[config.mk]
export PLATFORM = sky130hd
export DESIGN_NAME = btn_debounce
export DESIGN_NICKNAME = d
export VERILOG_FILES = /design/src/rtl/btn_debounce.sv
export SDC_FILE = /design/constraint.sdc
export NUM_CORES = 1
export LEC_CHECK = 0
export CORE_MARGIN = 2
export CORE_UTILIZATION = 47
export DETAILED_ROUTE_END_ITERATION = 16
export SYNTH_ARGS = -nofsm -noshare
export SYNTH_HDL_FRONTEND = slang
export SYNTH_SLANG_ARGS = --single-unit
[constraint.sdc]
create_clock -name clk -period 2.52 [get_ports clk]
set_input_delay 0.252 -clock clk [delete_from_list [all_inputs] [get_ports clk]]
set_output_delay 0.252 -clock clk [all_outputs]
set_load 0.01 [all_outputs]
[src/rtl/btn_debounce.sv]
// btn_debounce: per-button synchroniser + bounce filter bank.
// Each channel syncs its raw input through two flops, then runs a four-state
// FSM with a saturating stability counter. Outputs are a clean level plus
// one-cycle press/release strobes.
// Optional feature macro: BTN_LONG_PRESS_EN -- adds a per-channel hold counter
// that strobes long_press once a debounced press has lasted HOLD_CYCLES.
// Without the macro long_press is tied low and no hold counter exists.

module btn_debounce_ch #(
  parameter int DEBOUNCE_CYCLES = 1000000,
  parameter int HOLD_CYCLES     = 100000000
) (
  input  logic clk,
  input  logic rst,
  input  logic raw,
  output logic level,
  output logic press_pulse,
  output logic release_pulse,
  output logic long_press
);

  localparam int CW = $clog2(DEBOUNCE_CYCLES + 1);
  // Count value at which the next agreeing sample completes the transition.
  localparam logic [CW-1:0] LAST = CW'(DEBOUNCE_CYCLES - 1);

  typedef enum logic [1:0] {IDLE_LO, WAIT_HI, IDLE_HI, WAIT_LO} state_t;

  state_t        state, state_d;
  logic [CW-1:0] cnt, cnt_d;
  logic          level_d, press_d, release_d;
  logic          s1, s2;

  // Two-flop synchroniser; only s2 feeds the filter.
  always_ff @(posedge clk) begin
    if (rst) begin
      s1 <= 1'b0;
      s2 <= 1'b0;
    end else begin
      s1 <= raw;
      s2 <= s1;
    end
  end

  // FSM state, counter and registered outputs.
  always_ff @(posedge clk) begin
    if (rst) begin
      state         <= IDLE_LO;
      cnt           <= '0;
      level         <= 1'b0;
      press_pulse   <= 1'b0;
      release_pulse <= 1'b0;
    end else begin
      state         <= state_d;
      cnt           <= cnt_d;
      level         <= level_d;
      press_pulse   <= press_d;
      release_pulse <= release_d;
    end
  end

  // Next-state logic: a level change needs DEBOUNCE_CYCLES agreeing samples;
  // a single disagreeing sample during a wait drops back to the idle state.
  always_comb begin
    state_d   = state;
    cnt_d     = cnt;
    level_d   = level;
    press_d   = 1'b0;
    release_d = 1'b0;
    case (state)
      IDLE_LO: begin
        cnt_d = '0;
        if (s2) begin
          if (DEBOUNCE_CYCLES == 1) begin
            state_d = IDLE_HI;
            level_d = 1'b1;
            press_d = 1'b1;
          end else begin
            state_d = WAIT_HI;
            cnt_d   = CW'(1);
          end
        end
      end
      WAIT_HI: begin
        if (!s2) begin
          state_d = IDLE_LO;
          cnt_d   = '0;
        end else if (cnt >= LAST) begin
          state_d = IDLE_HI;
          cnt_d   = '0;
          level_d = 1'b1;
          press_d = 1'b1;
        end else begin
          cnt_d = cnt + CW'(1);
        end
      end
      IDLE_HI: begin
        cnt_d = '0;
        if (!s2) begin
          if (DEBOUNCE_CYCLES == 1) begin
            state_d   = IDLE_LO;
            level_d   = 1'b0;
            release_d = 1'b1;
          end else begin
            state_d = WAIT_LO;
            cnt_d   = CW'(1);
          end
        end
      end
      WAIT_LO: begin
        if (s2) begin
          state_d = IDLE_HI;
          cnt_d   = '0;
        end else if (cnt >= LAST) begin
          state_d   = IDLE_LO;
          cnt_d     = '0;
          level_d   = 1'b0;
          release_d = 1'b1;
        end else begin
          cnt_d = cnt + CW'(1);
        end
      end
      default: begin
        state_d = IDLE_LO;
        cnt_d   = '0;
        level_d = 1'b0;
      end
    endcase
  end

`ifdef BTN_LONG_PRESS_EN
  localparam int HW = $clog2(HOLD_CYCLES + 1);
  localparam logic [HW-1:0] HOLD_MAX  = HW'(HOLD_CYCLES);
  localparam logic [HW-1:0] HOLD_LAST = HW'(HOLD_CYCLES - 1);

  logic [HW-1:0] hold_cnt;
  logic          long_q;

  // Hold timer: restarts on each debounced press, runs while the level is
  // high (including a low-going wait that may still bounce back), saturates
  // after firing once, and clears when the release completes.
  always_ff @(posedge clk) begin
    if (rst) begin
      hold_cnt <= '0;
      long_q   <= 1'b0;
    end else begin
      long_q <= 1'b0;
      if (press_d || release_d) begin
        hold_cnt <= '0;
      end else if ((state == IDLE_HI || state == WAIT_LO) && hold_cnt != HOLD_MAX) begin
        hold_cnt <= hold_cnt + HW'(1);
        if (hold_cnt == HOLD_LAST) long_q <= 1'b1;
      end
    end
  end

  assign long_press = long_q;
`else
  assign long_press = 1'b0;
`endif

endmodule

module btn_debounce #(
  parameter int NUM_BTN         = 4,
  parameter int DEBOUNCE_CYCLES = 1000000,
  parameter int HOLD_CYCLES     = 100000000
) (
  input  logic               clk,
  input  logic               rst,
  input  logic [NUM_BTN-1:0] btn_in,
  output logic [NUM_BTN-1:0] btn_level,
  output logic [NUM_BTN-1:0] press_pulse,
  output logic [NUM_BTN-1:0] release_pulse,
  output logic [NUM_BTN-1:0] long_press
);

  // Elaboration-time guard on the legal parameter range.
  if (DEBOUNCE_CYCLES < 1 || DEBOUNCE_CYCLES > 16777215 || HOLD_CYCLES < 1) begin : g_bad_param
    $error("btn_debounce: DEBOUNCE_CYCLES or HOLD_CYCLES out of range");
  end

  // One fully independent channel per button.
  for (genvar i = 0; i < NUM_BTN; i++) begin : g_ch
    btn_debounce_ch #(
      .DEBOUNCE_CYCLES(DEBOUNCE_CYCLES),
      .HOLD_CYCLES    (HOLD_CYCLES)
    ) u_ch (
      .clk          (clk),
      .rst          (rst),
      .raw          (btn_in[i]),
      .level        (btn_level[i]),
      .press_pulse  (press_pulse[i]),
      .release_pulse(release_pulse[i]),
      .long_press   (long_press[i])
    );
  end

endmodule

==> results.yml <==
pwr:
  seq_power_share_pct: 63.5
  vdd_drop_max_uv: 358
  p_per_area_mw_per_mm2: 536
  fin_total_pwr_mw: 2.73
  p_leak_nw: 1.60
  p_int_mw: 2.13
  p_clk_share_pct: 34.3
  combPwrFrac_pct: 2.2
  power_switching_mw: 0.603
  swShare_pct: 22.1
drt:
  drt_wl_total_mm: 8.06
  met1_length_mm: 4.05
  ant_nets: 0
  drt-wirelength-per-cell_microns: 12.0
  wl_met2_mm: 3.67
  wl_met3_microns: 263
  via_per_inst: 5.07
  drt-initial-drc-count: 100
  via_count: 3419
  drt_first_pass_iters: 4
  top_layer: "met4"
  drc: 0
sta:
  fmax_ghz: 0.482
  relSlewSlack_pct: 53.9
  drv_slew: 0
  period_share_pct: 82.3
  fin_skew_ns: 0.00757
  fin_tns_setup_ns: 0
  rsz0062_at_grt: "no"
  worst-slew-pin-transition_ns: 0.683
  fin_crit_ns: 2.07
  finalSetupViolCount: 0
  fin_ws_ns: 0.447
  finalHoldViolations: 0
yosys:
  synth-edff-count: 0
  syn_avg_cell_area_sq_um: 8.97
  synth_ff_type: "dfxtp_1"
  ys_warn_count: 0
  synth_top_area_share_pct: 45.7
  synthArstFlopShare_pct: 0
  synthCells: 528
  seq_area_frac_synth_pct: 45.7
  synth_seq_cells: 108
  synthTopCellsByArea: "dfxtp_1, nor2_1, xor2_1"
  yosysTopAreaCell: "dfxtp_1"
  yosysUniqueCellTypes: 48
  synth_area_sq_mm: 0.00473
cts:
  path_clk_slew_ns: 0.10
  cts_htree_levels: 3
  cts-buffers-inserted: 9
  postCtsSetupBuffers: 0
  insertion_delay_ns: 0.37
  max-clock-path-buffers: 2
  cts_tree: "built"
  ctsResizeCount: 0
  cts-root-buf: "clkbuf_8"
  postCtsHoldBufs: 0
  cts.sinks: 108
floorplan:
  fp-row-count: 36
  ios: 22
  dieArea_sq_mm: 0.0109
  die_w_microns: 104
  initial_core_util_pct: 48.4
  fp.coreArea_sq_mm: 0.00977
  chipHeight_microns: 104
place:
  dpl_worst_slack_ns: 0.465
  port_buffers: 17
  dp.cells: 659
  globalplace.congestion: 0.779
  hpwl_mm: 5.63
setup_path:
  timing.critical_path.buf_inv: 0
  crit_fanout: 19
  crit_path_end_kind: "flip-flop"
  cp_slowest_cell: "o211ai_4"
  start_kind: "flip-flop"
  cp.arrival_ns: 2.31
  path_delay_family: "compound AO/OA/AOI/OAI gates"
  critPathKind: "reg2reg"
  critical_path.max_stage_delay_ns: 0.49
  worstPathCellList: "ha_1 -> and4_1 -> a211oi_2 -> o211a_4 -> o211ai_4 -> nor2_1"
  required_ns: 2.75
global_routing:
  grt_usage_pct: 15.5
  grt_overflow: 0
  grt_max_degree: 26
  antenna_found_initial: 0
  grt_pass1_vias: 3212
  grt_pass1_wl_mm: 14.0
cells_and_area:
  diodes: 0
  fin_cells: 674
  fin_nets: 547
  drive_above_1_share_pct: 5.91
  final_util_pct: 52.1
  area_delta_synth_final_pct: 7.64
status:
  status: "finished clean"
run:
  maxCapViolations: 0
min_path:
  hp-class: "in2reg"
==> placed cells by master (no fill, tap or decap), drive strengths merged, types with 3 or more instances in the layout <==
cell type	count
dfxtp	108
nor2	100
xor2	35
xnor2	34
nand2	33
nand3	29
clkdlybuf4s50	17
and3	16
nand4	15
inv	14
o21ai	13
nor3	11
clkbuf	10
and4	9
nor2b	9
nor4	8
nand2b	6
mux2i	5
a31oi	5
clkinv	5
or4	4
or2	4
a21oi	4
ha	4
conb	4
buf	4
o311ai	3
a211o	3
o31ai	3
a211oi	3
a21o	3
o211a	3
o211ai	3
==> per-layer routing <==
layer	global-route usage, %	up-vias
li1	-	1804
met1	19.3	1581
met2	25.7	27
met3	5.39	7
met4	4.05	0
met5	0	-
==> power by group through the flow <==
stage	registers, mW	logic (mW)	clock network (mW)
floorplan	1.77	0.0484	0
global placement	1.78	0.0595	0
detailed placement	1.78	0.0600	0
CTS	1.74	0.0603	0.986
global route	1.74	0.0663	1.05
finish	1.74	0.0596	0.937
==> sequential cells by signal, indices dropped and copies added (netlist names), named ones only <==
| name | cells |
|---|---|
| g_ch.u_ch.cnt | 80 |
| g_ch.u_ch.level | 4 |
| g_ch.u_ch.press_pulse | 4 |
| g_ch.u_ch.release_pulse | 4 |
| g_ch.u_ch.s1 | 4 |
| g_ch.u_ch.s2 | 4 |
| g_ch.u_ch.state | 4 |
==> worst paths after layout <==
kind,startpoint,end,slack (ns),depth (start not counted)
hold reg to reg,g_ch[0].u_ch.s1$_SDFF_PP0_,g_ch[0].u_ch.s2$_SDFF_PP0_,0.45,1
hold / removal,btn_in[1],g_ch[1].u_ch.s1$_SDFF_PP0_,0.43,2
setup / recovery,g_ch[1].u_ch.cnt[0]$_SDFF_PP0_,g_ch[1].u_ch.cnt[14]$_SDFF_PP0_,0.45,6
setup reg to reg,g_ch[1].u_ch.cnt[0]$_SDFF_PP0_,g_ch[1].u_ch.cnt[14]$_SDFF_PP0_,0.45,6
==> Yosys cell counts (3+ instances only) <==
library cell,n
nor3_1,11
xor2_1,35
o31ai_1,3
a31oi_1,5
nor4_1,8
or2_2,4
a211o_1,3
and3_1,15
nand2_1,33
mux2i_1,5
a211oi_2,3
nand3_1,29
or4_1,4
nor2b_1,9
nand2b_1,6
inv_1,14
nand4_1,15
and4_1,9
a21oi_1,4
o311ai_0,3
dfxtp_1,108
nor2_1,100
o21ai_0,11
buf_4,16
ha_1,4
clkbuf_1,5
buf_6,3
a21o_1,3
xnor2_1,34
==> layout make-up <==
type / instances / area (sq um)
tap: 133 / 166
fill: 946 / 4680
timing repair buffer: 21 / 200
multi-input combinational: 383 / 2350
inverter: 14 / 52.6
clock inverter: 5 / 28.8
sequential: 108 / 2160
clock buffer: 10 / 138
==> kinds of logic (layout without fill, tap and decap cells) <==
| logic type | Yosys count | count (layout) | share of synthesized area, % |
|---|---|---|---|
| AND/OR/NAND/NOR | 249 | 249 | 25.5 |
| multiplexers | 5 | 5 | 1.06 |
| adder cells (fa/ha/maj) | 4 | 4 | 1.06 |
| other | 1 | 4 | 0.0792 |
| XOR/XNOR | 69 | 69 | 12.8 |
| flip-flops | 108 | 108 | 45.7 |
| AO/OA/AOI/OAI | 52 | 52 | 8.88 |
| buffers and inverters | 40 | 50 | 4.97 |
==> stage by stage <==
stage                     hold slack (ns)  area (sq um)
after detailed placement            0.440          4930
final                               0.430          5100
after global placement              0.418          4930
after CTS                           0.408          5100
after floorplan                     0.380          4750
after global routing                0.412          5100
No activity file was read; power rests on OpenSTA's default activity.
